### src/rtl/spififo_top.sv
// spififo_top: SPI master sequencer and SPI slave FIFO for loopback self-test.
// The master writes eight words, reads them back through the slave and scores them.
//
// Ports:
//   refclk, rst          system clock and asynchronous active-low reset
//   com_sclk/mosi/csn    master SPI outputs (mode 0, MSB first)
//   com_miso             master SPI data input
//   slave_sclk/mosi/csn  slave SPI inputs (asynchronous to refclk)
//   slave_miso           slave SPI data output, 0 while slave_csn is high
//   sim_done/success     sticky completion flag and pass flag
//   sim_report           {mismatch_count, last_rx_word}
module spififo_top (
  input  logic        refclk,
  input  logic        rst,
  output logic        com_sclk,
  output logic        com_mosi,
  input  logic        com_miso,
  output logic        com_csn,
  input  logic        slave_sclk,
  input  logic        slave_mosi,
  output logic        slave_miso,
  input  logic        slave_csn,
  output logic        sim_success,
  output logic        sim_done,
  output logic [31:0] sim_report
);

  // ---------------- slave ----------------
  // [0],[1] form the 2-FF synchronizer; [2] is the previous value for edges.
  logic [2:0]  sck_q, csn_q;
  logic [1:0]  smo_q;
  logic [15:0] rx_q, rx_d;
  logic [4:0]  nb_q, nb_d;
  logic [15:0] tx_q, tx_d;
  logic [15:0] mem_q [8];
  logic [15:0] mem_d [8];
  logic [2:0]  wp_q, wp_d, rp_q, rp_d;
  logic [3:0]  cnt_q, cnt_d;
  logic        ovf_q, ovf_d;

  logic sck_rise, sck_fall, csn_fall, csn_rise;
  logic empty, full;

  assign sck_rise = sck_q[1] & ~sck_q[2];
  assign sck_fall = ~sck_q[1] & sck_q[2];
  assign csn_fall = ~csn_q[1] & csn_q[2];
  assign csn_rise = csn_q[1] & ~csn_q[2];
  assign empty    = (cnt_q == 4'd0);
  assign full     = (cnt_q == 4'd8);

  // Gate with the raw pin so MISO is 0 the moment csn goes high.
  assign slave_miso = tx_q[15] & ~csn_q[1] & ~slave_csn;

  always_comb begin
    rx_d  = rx_q;
    nb_d  = nb_q;
    tx_d  = tx_q;
    mem_d = mem_q;
    wp_d  = wp_q;
    rp_d  = rp_q;
    cnt_d = cnt_q;
    ovf_d = ovf_q;
    if (csn_fall) begin
      nb_d = 5'd0;
      tx_d = empty ? 16'h0000 : mem_q[rp_q];
    end else if (csn_rise) begin
      tx_d = 16'h0000;
      if (nb_q == 5'd16) begin
        if (rx_q != 16'h0000) begin
          if (full) begin
            ovf_d = 1'b1;
          end else begin
            mem_d[wp_q] = rx_q;
            wp_d  = wp_q + 3'd1;
            cnt_d = cnt_q + 4'd1;
          end
        end else if (!empty) begin
          rp_d  = rp_q + 3'd1;
          cnt_d = cnt_q - 4'd1;
        end
      end
    end else if (!csn_q[1]) begin
      if (sck_rise) begin
        rx_d = {rx_q[14:0], smo_q[1]};
        // Saturate so long transactions never alias to 16.
        if (nb_q != 5'd31) nb_d = nb_q + 5'd1;
      end
      if (sck_fall) tx_d = {tx_q[14:0], 1'b0};
    end
  end

  always_ff @(posedge refclk or negedge rst) begin
    if (!rst) begin
      sck_q <= 3'b000;
      csn_q <= 3'b111;
      smo_q <= 2'b00;
      rx_q  <= '0;
      nb_q  <= '0;
      tx_q  <= '0;
      for (int i = 0; i < 8; i++) mem_q[i] <= '0;
      wp_q  <= '0;
      rp_q  <= '0;
      cnt_q <= '0;
      ovf_q <= 1'b0;
    end else begin
      sck_q <= {sck_q[1:0], slave_sclk};
      csn_q <= {csn_q[1:0], slave_csn};
      smo_q <= {smo_q[0], slave_mosi};
      rx_q  <= rx_d;
      nb_q  <= nb_d;
      tx_q  <= tx_d;
      mem_q <= mem_d;
      wp_q  <= wp_d;
      rp_q  <= rp_d;
      cnt_q <= cnt_d;
      ovf_q <= ovf_d;
    end
  end

  // ---------------- master ----------------
  typedef enum logic [2:0] {
    M_IDLE, M_WAIT, M_SETUP, M_SHIFT, M_HOLD, M_GAP, M_DONE
  } mst_e;

  mst_e        st_q, st_d;
  logic [7:0]  mc_q, mc_d;
  logic [4:0]  idx_q, idx_d;
  logic [15:0] tsr_q, tsr_d;
  logic [15:0] rsr_q, rsr_d;
  logic        sclk_q, sclk_d;
  logic        mcsn_q, mcsn_d;
  logic        mosi_q, mosi_d;
  logic [15:0] mism_q, mism_d;
  logic [15:0] last_q, last_d;
  logic        done_q, done_d;
  logic        succ_q, succ_d;
  logic [15:0] word_tx, word_exp;

  // Transaction idx_q sends word_tx and expects word_exp back.
  always_comb begin
    word_tx  = 16'h0000;
    word_exp = 16'h0000;
    if (idx_q < 5'd8) word_tx = 16'hA500 + {11'd0, idx_q};
    if (idx_q >= 5'd1 && idx_q < 5'd8) word_exp = 16'hA500;
    if (idx_q >= 5'd8 && idx_q < 5'd16)
      word_exp = 16'hA500 + {11'd0, idx_q - 5'd8};
  end

  always_comb begin
    st_d   = st_q;
    mc_d   = mc_q;
    idx_d  = idx_q;
    tsr_d  = tsr_q;
    rsr_d  = rsr_q;
    sclk_d = sclk_q;
    mcsn_d = mcsn_q;
    mosi_d = mosi_q;
    mism_d = mism_q;
    last_d = last_q;
    done_d = done_q;
    succ_d = succ_q;
    unique case (st_q)
      M_IDLE: begin
        st_d = M_WAIT;
        mc_d = 8'd0;
      end
      M_WAIT, M_GAP: begin
        if ((st_q == M_WAIT && mc_q == 8'd63) ||
            (st_q == M_GAP && mc_q == 8'd15)) begin
          mc_d = 8'd0;
          if (idx_q == 5'd17) begin
            st_d   = M_DONE;
            done_d = 1'b1;
            succ_d = (mism_q == 16'd0) && !ovf_q;
          end else begin
            st_d   = M_SETUP;
            mcsn_d = 1'b0;
            tsr_d  = word_tx;
            mosi_d = word_tx[15];
          end
        end else begin
          mc_d = mc_q + 8'd1;
        end
      end
      M_SETUP: begin
        if (mc_q == 8'd3) begin
          st_d = M_SHIFT;
          mc_d = 8'd0;
        end else begin
          mc_d = mc_q + 8'd1;
        end
      end
      M_SHIFT: begin
        mc_d = mc_q + 8'd1;
        if (mc_q == 8'd127) begin
          st_d   = M_HOLD;
          mc_d   = 8'd0;
          sclk_d = 1'b0;
        end else begin
          sclk_d = mc_d[2];
          // Rising edge: capture MISO. Falling edge: present next bit.
          if (mc_q[2:0] == 3'd3) rsr_d = {rsr_q[14:0], com_miso};
          if (mc_q[2:0] == 3'd7) begin
            tsr_d  = {tsr_q[14:0], 1'b0};
            mosi_d = tsr_q[14];
          end
        end
      end
      M_HOLD: begin
        if (mc_q == 8'd3) begin
          st_d   = M_GAP;
          mc_d   = 8'd0;
          mcsn_d = 1'b1;
          mosi_d = 1'b0;
          last_d = rsr_q;
          idx_d  = idx_q + 5'd1;
          if (rsr_q != word_exp && mism_q != 16'hFFFF)
            mism_d = mism_q + 16'd1;
        end else begin
          mc_d = mc_q + 8'd1;
        end
      end
      M_DONE: begin
        st_d = M_DONE;
      end
      default: st_d = M_IDLE;
    endcase
  end

  always_ff @(posedge refclk or negedge rst) begin
    if (!rst) begin
      st_q   <= M_IDLE;
      mc_q   <= '0;
      idx_q  <= '0;
      tsr_q  <= '0;
      rsr_q  <= '0;
      sclk_q <= 1'b0;
      mcsn_q <= 1'b1;
      mosi_q <= 1'b0;
      mism_q <= '0;
      last_q <= '0;
      done_q <= 1'b0;
      succ_q <= 1'b0;
    end else begin
      st_q   <= st_d;
      mc_q   <= mc_d;
      idx_q  <= idx_d;
      tsr_q  <= tsr_d;
      rsr_q  <= rsr_d;
      sclk_q <= sclk_d;
      mcsn_q <= mcsn_d;
      mosi_q <= mosi_d;
      mism_q <= mism_d;
      last_q <= last_d;
      done_q <= done_d;
      succ_q <= succ_d;
    end
  end

  assign com_sclk    = sclk_q;
  assign com_csn     = mcsn_q;
  assign com_mosi    = mosi_q;
  assign sim_done    = done_q;
  assign sim_success = succ_q;
  assign sim_report  = {mism_q, last_q};

endmodule

### config.mk
export PLATFORM = sky130hd
export DESIGN_NAME = spififo_top
export DESIGN_NICKNAME = d
export VERILOG_FILES = /design/src/rtl/spififo_top.sv
export SDC_FILE = /design/constraint.sdc
export NUM_CORES = 1
export LEC_CHECK = 0
export ABC_AREA = 1
export CAP_MARGIN = 20
export CORE_UTILIZATION = 30
export DETAILED_ROUTE_END_ITERATION = 10
export MAX_ROUTING_LAYER = met4
export PLACE_DENSITY_LB_ADDON = 0.1
export SETUP_SLACK_MARGIN = 0.15
export SKIP_LAST_GASP = 1
export SLEW_MARGIN = 20
export SYNTH_ARGS = -nofsm -noshare
export SYNTH_HDL_FRONTEND = slang
export SYNTH_SLANG_ARGS = --single-unit
export TNS_END_PERCENT = 5
### constraint.sdc
create_clock -name refclk -period 3.5 [get_ports refclk]
set_input_delay 0.7 -clock refclk [delete_from_list [all_inputs] [get_ports refclk]]
set_output_delay 0.7 -clock refclk [all_outputs]
set_load 0.05 [all_outputs]
==> results of run 1 <==
==> flip-flops by register name, summed over array words and instances (netlist names), 8 cells and up <==
name and cells:
mism_q 16, tsr_q 15, rx_q 16, last_q 16
tx_q 16, rsr_q 16, mem_q 128, mc_q 8
==> metrics by stage <==
stage / setup WS (ps) / hold WS, ps / utilization [%] / cell area (µm²) / total power (µW)
6_report: 689 / 202 / 35.5 / 14900 / 7180
3_5_place_dp: 676 / 340 / 32.7 / 13700 / 3640
3_3_place_gp: 660 / 335 / 32.7 / 13700 / 3640
5_1_grt: 607 / 279 / 35.5 / 14900 / 7500
4_1_cts: 671 / 239 / 35.5 / 14900 / 7350
2_1_floorplan: 1020 / 331 / - / 12700 / 3450
==> metal layers <==
metal  global-route usage, %  wire length (µm)  vias up
li1                        -                 -     4940
met4                    4.32               612        0
met1                    21.4             16200     4742
met3                    2.84              1070       47
met5                       -                 0        -
met2                    26.8             15600      119
==> cell usage in the layout, fill, tap and decap left out, types with 5 or more instances in the layout <==
| master | n |
|---|---|
| sky130_fd_sc_hd__clkdlybuf4s50_1 | 42 |
| sky130_fd_sc_hd__nand2_2 | 37 |
| sky130_fd_sc_hd__inv_1 | 85 |
| sky130_fd_sc_hd__o221ai_1 | 23 |
| sky130_fd_sc_hd__nand3_2 | 7 |
| sky130_fd_sc_hd__nand4_1 | 17 |
| sky130_fd_sc_hd__inv_2 | 17 |
| sky130_fd_sc_hd__buf_4 | 19 |
| sky130_fd_sc_hd__nor2_1 | 123 |
| sky130_fd_sc_hd__o22ai_1 | 9 |
| sky130_fd_sc_hd__ha_1 | 19 |
| sky130_fd_sc_hd__nand2_1 | 332 |
| sky130_fd_sc_hd__o211ai_1 | 10 |
| sky130_fd_sc_hd__o21ai_2 | 9 |
| sky130_fd_sc_hd__clkinv_2 | 6 |
| sky130_fd_sc_hd__dfrtp_1 | 263 |
| sky130_fd_sc_hd__buf_12 | 6 |
| sky130_fd_sc_hd__nor2_4 | 5 |
| sky130_fd_sc_hd__a21oi_1 | 35 |
| sky130_fd_sc_hd__clkbuf_8 | 8 |
| sky130_fd_sc_hd__o21ai_1 | 133 |
| sky130_fd_sc_hd__clkbuf_16 | 37 |
| sky130_fd_sc_hd__o21ai_0 | 120 |
| sky130_fd_sc_hd__nand3_1 | 73 |
| sky130_fd_sc_hd__nor4_1 | 5 |
| sky130_fd_sc_hd__xor2_1 | 25 |
| sky130_fd_sc_hd__nor3_1 | 9 |
==> kinds of logic after synthesis <==
| kind of cell | after synthesis | synth area share [%] |
|---|---|---|
| xor gates and xnor gates | 29 | 1.99 |
| and+or+nand+nor | 627 | 22.1 |
| buffers and inverters | 177 | 6.16 |
| DFF | 268 | 52.7 |
| adders and majority gates | 20 | 2.02 |
| AOI/OAI and AO/OA | 345 | 15.0 |
==> power by group <==
part           leakage (µW)  switching (µW)  internal [µW]  total [µW]
combinational       0.00243             257           98.0         355
clock              0.000566            1380           2230        3610
sequential          0.00366            42.1           3180        3220
==> worst register-to-register path: cells and delay by family (launching register included) <==
kind / cells / cell delay, ps
AO/OA/AOI/OAI: 1 / 110
buffers and inverters: 2 / 370
flip-flops: 1 / 370
AND/OR/NAND/NOR: 6 / 1590
==> path summary, 6_finish.rpt <==
| check | start | to | slack [ps] | cells after the start |
|---|---|---|---|---|
| worst max-delay path | slave_csn | slave_miso | 690 | 3 |
| worst min-delay path | rst | last_q[6] | 200 | 1 |
| worst max register to register | rx_q[1] | mem_q[81] | 970 | 9 |
| worst min register to register | sck_q[0] | sck_q[1] | 350 | 0 |
| max in group asynchronous | rst | rp_q[0] | 2390 | 2 |
| min in group refclk | sck_q[0] | sck_q[1] | 350 | 0 |
==> final cells by class <==
cell class              instances  area (µm²)  share of cell area [%]
inverters                     105         403                    2.70
repair buffers                 68         698                    4.69
flip-flops and latches        268        6710                    45.1
clock buffers                  49        1050                    7.06
multi-input cells            1021        5250                    35.2
well taps                     539         674                    4.53
clock inverters                10         108                   0.722
==> flow_results.org, run 1 <==
** Clocking
- TritonCTS Sinks :: around 270
- In this run the deepest clock path goes through 3 buffers.
- In this run, CTS created clock tree buffers numbering 34.
- Insertion delay of the later-clocked pin in the worst-skew pair :: around 530 ps
- Clock tree root driver cell :: sky130_fd_sc_hd__clkbuf_16
- H-tree lvl count :: 2
- After clock tree synthesis, the flow added hold-fix buffers numbering 0.
- # Post-CTS Setup Buffers :: 0
- TritonCTS built the clock tree.
- Post-CTS repair changed the size of 0 cells.
- Clock-pin slew was measured on the worst setup and hold paths at roughly 60 ps.

** Synthesis
- After synthesis, the share of flip-flops with an asynchronous set or reset is 100%.
- Sequential cell area fraction in the yosys report :: around 53%
- In the synthesized netlist, the number of instances is between 1000 and 1500.
- Counting every net in the synthesized netlist gives approximately 1500.
- Leading post-synthesis cells by instance count :: sky130_fd_sc_hd__nand2_1 (332), sky130_fd_sc_hd__dfrtp_1 (264), sky130_fd_sc_hd__o21ai_1 (133)
- Summed instance area of the synthesized netlist :: 12700 µm²
- Among all flip-flop cells after synthesis, the most frequent one is sky130_fd_sc_hd__dfrtp_1.
- Yosys attributes the largest share of cell area to sky130_fd_sc_hd__dfrtp_1 (52%), sky130_fd_sc_hd__nand2_1 (9.8%), sky130_fd_sc_hd__o21ai_1 (5.2%).
- Proportion of netlist area held by the largest area contributor :: 51.8%
- The synthesized design contains 0 enable-type register cells.
- The largest total area in the synthesized netlist belongs to sky130_fd_sc_hd__dfrtp_1.
- Post-Synthesis Mean Instance Area :: roughly 8.7 µm²
- FF+latch count, synth :: roughly 270
- The netlist uses between 40 and 50 different library cells.
- The Yosys step of the flow raised 0 warnings.
- Dominant cell by count in the synthesized netlist :: sky130_fd_sc_hd__nand2_1

** Timing
- Time the final worst path needs with I/O delays and setup :: 2810 ps
- Setup repair after global routing left no endpoint under its margin.
- Part of the cycle the worst path needs :: 80.3%
- Worst slew margin :: a little under two fifths
- For the final routed database, the setup TNS stands at 0 ps.
- Clock skew on the completed layout was measured at about 18 ps.
- Timing would allow up to 356 MHz.
- Number of max-slew violations in the final report :: 0
- For the pin with the worst max-slew slack, the measured transition is approximately 900 ps.
- The number of hold violations in the final report is 0.
- Setup violations remaining at the end of the flow were counted as 0.

** GRT
- The via count of the first global-routing pass was a little under 10000.
- Entering global routing, the biggest net connects between 90 and 100 pins.
- Leftover overflow at the end of global routing :: 0
- In the global route stage, overall resource usage came out at 16.5%.
- Number of antenna violations at the first check in global routing :: 0
- Global-route wire length before repair :: around 55 mm

** Floorplanning
- Chip height :: 208 µm
- Measured along the x axis, the die boundary spans about 210 µm.
- Total die area :: 43300 µm²
- The initial utilization of the core area, before any placement, comes to between 30 and 40%.
- The core region is approximately 42000 µm².
- The initialized floorplan defines 75 standard-cell rows.
- I/O pin cnt :: 44

** Placement
- The congestion estimate from routability-driven global placement came to a little under 0.8.
- Detailed placement ended at an HPWL of 19.9 mm.
- The number of placed instances, taps included, is 2001.
- The count of buffers added on input and output ports is 43.

** Cells and area
- From synthesis to final layout, the design area changed by 16.9%.
- Ant diodes :: 0
- Cells with a size suffix above 1 make up 12.0% of the layout.
- For this run, the post-layout net count is about 1500.
- For this run, the number of standard cells in the final layout without fillers is around 2100.
- Filler cell count :: roughly 4400

** Route
- The detail route stage leaves a number of antenna-violating nets equal to 0.
- Number of vias per cell after detailed routing :: about 4.8
- In the routed design, unresolved DRC markers number 0.
- Via count :: a little under 10000
- Iter 0 DRT Violations :: ~600
- The first detailed-routing pass took 5 iterations.
- In the final routed layout, each cell accounts on average for 16.2 µm.
- For this block, the routed nets add up to about 33 mm of wire.

** Worst setup path
- For this run, the slowest stage of the critical path takes ~820 ps.
- Grouping stages by cell kind, the critical path spends the most delay in buffers and inverters.
- Worst path required time :: between 2000 and 3000 ps
- Sum of buffers and inverters on the critical path :: 2
- The critical path is of the input pin to primary output type.
- For the worst setup path, the data arrival time is 2110 ps.
- Slowest-stage cell, CP :: sky130_fd_sc_hd__clkdlybuf4s50_1
- STA classifies the critical path startpoint as an input pin.
- In this run the worst path has a maximum fanout of 2.
- Critical-path cell list :: clkdlybuf4s50_1, nor3_1, clkdlybuf4s50_1
- Among the stages of the critical path, the cell type that occurs most often is sky130_fd_sc_hd__clkdlybuf4s50_1.
- Critical Path Sink Type :: primary output

** Run status
- The run finished with clean final reports.

** Run
- Max-cap violation count :: 0

** Pwr
- Power spread over the standard cell area amounts to just under 500 nW/µm².
- Peak ir drop on the vdd network :: 419 µV
- For this design the static power due to leakage is around 0.0067 µW.

** Worst hold path
- The min-delay analysis places its worst path in the category input pin to asynchronous set/reset pin.
(Power assumes the default switching activity.)
==> run 2: changes to the inputs <==
clock period = 2.9 ns   (was 3.5 ns; I/O delays follow)
==> flow_results.org, run 2 (synthesized netlist as in run 1, its figures left out) <==
** Worst setup path
- Classification of the worst setup path :: flop to primary output
- The largest single stage delay on the critical path is 870 ps.
- Along the worst path, the maximum fanout reaches 7.
- Traced cell by cell, the critical path runs through clkdlybuf4s50_1.
- Worst path required time :: ~2300 ps
- Data arrival time of the worst path :: between 1500 and 2000 ps
- Counting both buffers and inverters, the worst setup path holds a total of 1.
- Critical Path Sink Type :: primary output
- Broken down by cell family, the worst path's largest delay share belongs to buffers and inverters.
- The worst setup path is launched from a flop.
- Slowest-stage cell, CP :: sky130_fd_sc_hd__clkdlybuf4s50_1

** Timing
- Final worst hold slack :: 1.97 ps
- Adding up every negative setup slack in the final design gives 0 ps.
- Setup violations remaining at the end of the flow were counted as 0.
- Dividing the final minimum period by the clock period gives a little under nine tenths.
- Worst slew margin :: between 50% and 60%
- Based on the critical path, the design can be clocked at up to 402 MHz.
- Time the final worst path needs with I/O delays and setup :: between 2000 and 2500 ps
- Setup repair after global routing left no endpoint under its margin.
- Number of failing hold endpoints at the final stage :: 0
- Number of max-slew violations in the final report :: 0
- Transition at the pin with the smallest max-transition slack :: a little under 700 ps
- On the final layout, the worst clock skew is between 15 and 20 ps.

** Pwr
- Net switching is a little under a quarter of the power.
- Per report_power, the clock group accounts for around 50% of the total.
- Share of power burned in combinational logic :: 5.2%
- Leakage power total :: roughly 0.0067 µW
- Pwr per Cell Area :: between 500 and 600 nW/µm²
- Peak ir drop on the vdd network :: approximately 500 µV
- The internal power of the cells totals about 6700 µW.
- In this run the power spent charging and discharging nets is about 2000 µW.
- Sequential cell fraction of total power :: between 40% and 50%

** Route
- Count of TritonRoute iterations in the first routing pass :: 4
- Via count :: slightly below 10000
- In the routed design, unresolved DRC markers number 0.
- Wires add up to about 34 mm.
- Dividing the detail-routed via count by the number of cells gives ~4.7.
- In this run, the number of DRC markers left after iteration 0 of detailed routing was between 500 and 600.
- The count of nets left with antenna violations once routing finished came out at 0.
- Average wire length per cell after detail routing :: approximately 16 µm

** GRT
- The first global-routing pass estimated approximately 55 mm of wire.
- GRT Max-Usage Layer :: met2
- Aggregate global-route resource usage :: about 17%
- The via count of the first global-routing pass came to roughly 10000.
- In the global route stage, met1 resource usage came out at between 20% and 30%.
- Global-route track usage on met3 :: between 2 and 3%
- Pin count of the biggest net entering global routing :: around 70
- Global routing used a little over a quarter of the available met2 tracks.
- The number of antenna violations at the first check in global routing came to 0.
- The total overflow left after global routing is 0.

** Placement
- HPWL reported at the end of detailed placement :: 21.2 mm
- Count of buffers inserted at the top-level ports :: 43
- GPL Wtd Cong :: a little under 0.8

** Clocking
- TritonCTS Sinks :: 268
- H-tree lvl count :: 2
- After clock tree synthesis, the setup repair step added 0 buffers.
- Clock tree root driver cell :: sky130_fd_sc_hd__clkbuf_16
- Clock tree from TritonCTS :: yes
- Worst-path clk slew :: 60 ps
- The clock reaches the later pin of the worst-skew pair after approximately 530 ps.
- TritonCTS created 35 clock buffers.
- Max Buffers Root-to-Sink :: 3
- Hold buffer count at CTS :: 0
- Resize count post-CTS :: 0

** Floorplanning
- Total die area :: 43300 µm²
- In this run the vertical extent of the chip is between 200 and 250 µm.
- For this configuration, the core starts out at a cell density of 30.4%.
- Standard cell core area :: 41900 µm²
- I/O pin cnt :: 44
- In this run the horizontal extent of the chip is between 200 and 250 µm.
- The initialized floorplan defines 75 standard-cell rows.

** Cells and area
- The filler cells instantiated in the layout total 4322.
- Leaving out fill and tap cells, the most frequent cell in the layout is sky130_fd_sc_hd__nand2_1.
- The register with the most flip-flops in the layout has roughly 130 of them.
- The number of antenna diodes in the final layout is 0.
- Leading cell types in the layout, fill and taps excluded :: sky130_fd_sc_hd__nand2_1 (332), sky130_fd_sc_hd__dfrtp_1 (263), sky130_fd_sc_hd__o21ai_1 (133)
- Relative to the synthesized area, the layout overhead comes to 17.9%.
- Register name with the most flops :: mem_q
- The net count of the finished layout is about 1500.
- In the final layout, the share of cells above drive strength 1 is between 10% and 20%.

** Run status
- The flow ran to the end, and the final reports show no timing, DRC or antenna violations.

** Worst hold path
- HP Class :: input pin to asynchronous set/reset pin

** Run
- Across the run, the number of max-cap violations was 0.
-- run 2: cell count changes in the layout (fill, tap and decap cells not counted) --
cell,change
sky130_fd_sc_hd__clkbuf_8,-2
sky130_fd_sc_hd__clkdlybuf4s50_1,-1
sky130_fd_sc_hd__clkinv_2,-2
sky130_fd_sc_hd__bufinv_16,+1
sky130_fd_sc_hd__buf_4,+13
sky130_fd_sc_hd__clkbuf_1,+5
sky130_fd_sc_hd__clkinvlp_4,-2
sky130_fd_sc_hd__buf_12,+2
-- run 2: cell type report --
cell class | instances | area [µm²] | share of cell area [%]
Sequential cell | 268 | 6710 | 44.7
Multi-Input combinational cell | 1021 | 5250 | 34.9
Inverter | 105 | 403 | 2.68
Timing Repair Buffer | 82 | 826 | 5.50
Tap cell | 539 | 674 | 4.49
Clock inverter | 7 | 113 | 0.750
Clock buffer | 52 | 1040 | 6.94
-- run 2: through the flow --
stage                     total power, µW  area [µm²]  setup slack (ps)  instances  util [%]
after floorplan                      4170       12700               664       1466         -
after global placement               4420       13900               591       2015      33.1
after detailed placement             4420       13900               550       2015      33.1
after CTS                            8890       15000               356       2074      35.8
after global routing                 9070       15000               328       2074      35.8
final                                8700       15000               409       2074      35.8
-- run 2: path summary, 6_finish.rpt --
path | from | to | slack, ps | depth (start not counted)
max | mism_q[11] | sim_report[27] | 410 | 1
min in group refclk | csn_q[0] | csn_q[1] | 350 | 0
max reg2reg | csn_q[1] | mem_q[118] | 600 | 10
max in group asynchronous | rst | mem_q[7] | 2030 | 2
min reg2reg | csn_q[0] | csn_q[1] | 350 | 0
min | rst | last_q[6] | 2 | 1
-- run 2: layer usage --
| metal | part of all wire, % | vias up |
|---|---|---|
| met5 | 0 | - |
| met4 | 2.1 | 0 |
| met3 | 3.2 | 45 |
| met2 | 46 | 125 |
| met1 | 48 | 4687 |
| li1 | - | 4957 |
-- run 2: power groups by stage --
| stage | combinational [µW] | sequential [µW] | clock (µW) |
|---|---|---|---|
| 2_1_floorplan | 227 | 3940 | 0 |
| 3_3_place_gp | 469 | 3950 | 0 |
| 3_5_place_dp | 471 | 3950 | 0 |
| 4_1_cts | 473 | 3880 | 4540 |
| 5_1_grt | 522 | 3890 | 4650 |
| 6_report | 452 | 3890 | 4360 |
==> run 3: changes to the inputs <==
CELL_PAD_IN_SITES_DETAIL_PLACEMENT = 0   (was unset)
CELL_PAD_IN_SITES_GLOBAL_PLACEMENT = 1   (was unset)
==> flow_results.org, run 3 (synthesized netlist as in run 1, its figures left out) <==
** Placement
- At the end of routability-driven placement, the weighted congestion stood at 0.794.
- After detailed placement, the total cell area comes to roughly 14000 µm².
- After detailed placement, the design holds a cell count of slightly above 2000.
- HPWL reported at the end of detailed placement :: ~22 mm
- Count of buffers inserted at the top-level ports :: 43

** Timing
- Measured against its own limit, the worst slew margin works out to ~55%.
- Clock Skews :: around 21 ps
- For the final routed database, the setup TNS stands at 0 ps.
- Number of max-slew violations in the final report :: 0
- Setup violations remaining at the end of the flow were counted as 0.
- Transition at the pin with the smallest max-transition slack :: 668 ps
- Fmax :: between 300 and 400 MHz
- Number of failing hold endpoints at the final stage :: 0
- RSZ-0062 raised after global routing :: false
- Dividing the final minimum period by the clock period gives between 80% and 90%.
- Time the final worst path needs with I/O delays and setup :: roughly 2500 ps

** Clocking
- Worst-path clk slew :: 60 ps
- Num CTS Buffers :: 35
- Clock tree synthesis found a total of 268 sinks.
- Resize count post-CTS :: 0
- H-tree lvl count :: 2
- Once the clock tree was built, the setup fixing pass inserted 0 buffers.
- Clock tree root driver cell :: sky130_fd_sc_hd__clkbuf_16
- Buffers inserted to repair hold after CTS numbered 1.
- Clock tree from TritonCTS :: yes
- Clock latency on the worst-skew pair, taken at its later pin, is around 550 ps.
- In this run the deepest clock path goes through 3 buffers.

** Route
- Antenna viol nets, final :: 0
- Number of remaining DRC errors :: 0
- Using the TritonRoute via totals, the vias-per-cell ratio works out to roughly 4.8.
- Total Routed Length :: 34.7 mm
- Iter 0 DRT Violations :: between 400 and 500
- Average wire length per cell after detail routing :: 16.6 µm
- Via count :: approximately 10000
- For this run, the detailed router's first-pass iteration total came to 7.

** Worst setup path
- Type of origin of the critical path :: flop
- Delay of the slowest cell on the worst path :: approximately 870 ps
- Data arrival time of the worst path :: 1940 ps
- Worst path required time :: roughly 2300 ps
- The kind of cell with the highest combined delay along the critical path is buffers and inverters.
- In this run the worst path has a maximum fanout of 7.
- Slowest-stage cell, CP :: sky130_fd_sc_hd__clkdlybuf4s50_1
- STA classifies the critical path endpoint as a primary output.
- Classification of the worst setup path :: flop to primary output
- Sum of buffers and inverters on the critical path :: 1
- Traced cell by cell, the critical path runs through clkdlybuf4s50_1.

** Cells and area
- Most common library cell in the layout ignoring fill and taps :: sky130_fd_sc_hd__nand2_1
- The register with the most flip-flops in the layout has ~130 of them.
- For this run, the post-layout net count is about 1500.
- Area growth from synthesis to layout :: 18.6%
- The library cells used most frequently in the layout, excluding fill and tap cells, are sky130_fd_sc_hd__nand2_1 (332), sky130_fd_sc_hd__dfrtp_1 (263), sky130_fd_sc_hd__o21ai_1 (133).
- Filler cell count :: between 4000 and 5000
- The number of antenna diodes in the final layout is 0.
- After routing the design area is about 15000 µm².
- Register name with the most flops :: mem_q
- Non-filler instance count after layout :: between 2000 and 2500
- FF/Latch Area :: 6710 µm²
- Multi-input gate area :: around 5200 µm²
- Of the cells placed in the final design, the portion with a size suffix greater than 1 is around 13%.

** Floorplanning
- X dimension of the die :: around 210 µm
- For this design the top-level I/O count stands at 44.
- The total area inside the core boundary comes to 41900 µm².
- Total die area :: between 40000 and 50000 µm²
- Chip height :: roughly 210 µm
- Number of placement rows :: 75
- The initial utilization of the core area, before any placement, comes to between 30 and 40%.

** Worst hold path
- The min-delay analysis places its worst path in the category flop to flop.

** GRT
- Aggregate global-route resource usage :: approximately 17%
- For this run the aggregate overflow at the end of global routing stands at 0.
- Global-route wire length before repair :: ~57 mm
- Pin count of the biggest net entering global routing :: 66
- The number of antenna violations at the first check in global routing was 0.
- Number of global-route vias before repair :: 10000

** Pwr
- Leakage power total :: a little under 0.007 µW
- Pwr per Cell Area :: 584 nW/µm²
- Peak ir drop on the vdd network :: roughly 420 µV

** Run
- Across the run, the number of max-cap violations was 0.

** Run status
- Status :: completed
run 3: cell types whose count changed in the layout (fill, tap and decap cells not counted), sizes merged:
cell | previous run | this run
buf | 41 | 44
bufinv | 3 | 4
clkbuf | 52 | 50
clkinv | 5 | 8
clkinvlp | 1 | 3
dlygate4sd3 | 0 | 1
inv | 103 | 104
run 3: cell type report:
cell class                      instances  share of cell area (%)
Clock buffer                           50                    6.58
Tap cell                              539                    4.46
Timing Repair Buffer                   86                    5.85
Sequential cell                       268                    44.4
Inverter                              105                    2.67
Multi-Input combinational cell       1021                    34.7
Clock inverter                         14                    1.28
run 3: path summary, 6_finish.rpt:
kind / from / end / slack (ps) / cells after the start
worst max-delay path: mism_q[11] / sim_report[27] / 380 / 1
worst min-delay path: sck_q[0] / sck_q[1] / 350 / 0
worst max register to register: csn_q[1] / mem_q[7] / 560 / 10
worst min register to register: sck_q[0] / sck_q[1] / 350 / 0
max in group asynchronous: rst / mem_q[114] / 1530 / 3
min in group asynchronous: rst / last_q[9] / 580 / 2
run 3: through the flow:
stage               worst slack (ps)  total power, µW  hold slack [ps]  utilization, %
CTS                              328             9030              354            36.0
global placement                 593             4420              337            33.2
detailed placement               527             4420              341            33.2
floorplan                        664             4170              284               -
finish                           385             8830              351            36.0
global route                     272             9210              363            36.0
run 3: power by group:
| group | total, µW | leakage, µW | internal, µW | switching, µW |
|---|---|---|---|---|
| sequential | 3880 | 0.00366 | 3830 | 49.9 |
| clock | 4490 | 0.000572 | 2760 | 1730 |
| combinational | 455 | 0.00253 | 138 | 317 |
| total | 8830 | 0.00676 | 6730 | 2100 |
run 3: layer usage:
metal  GRT usage (%)  wire length (µm)  up-vias
met5               -                 0        -
met4            5.93               847        0
met3            2.20               896       52
met2            27.1             16000      117
met1            22.8             16900     4831
li1                -                 -     5006
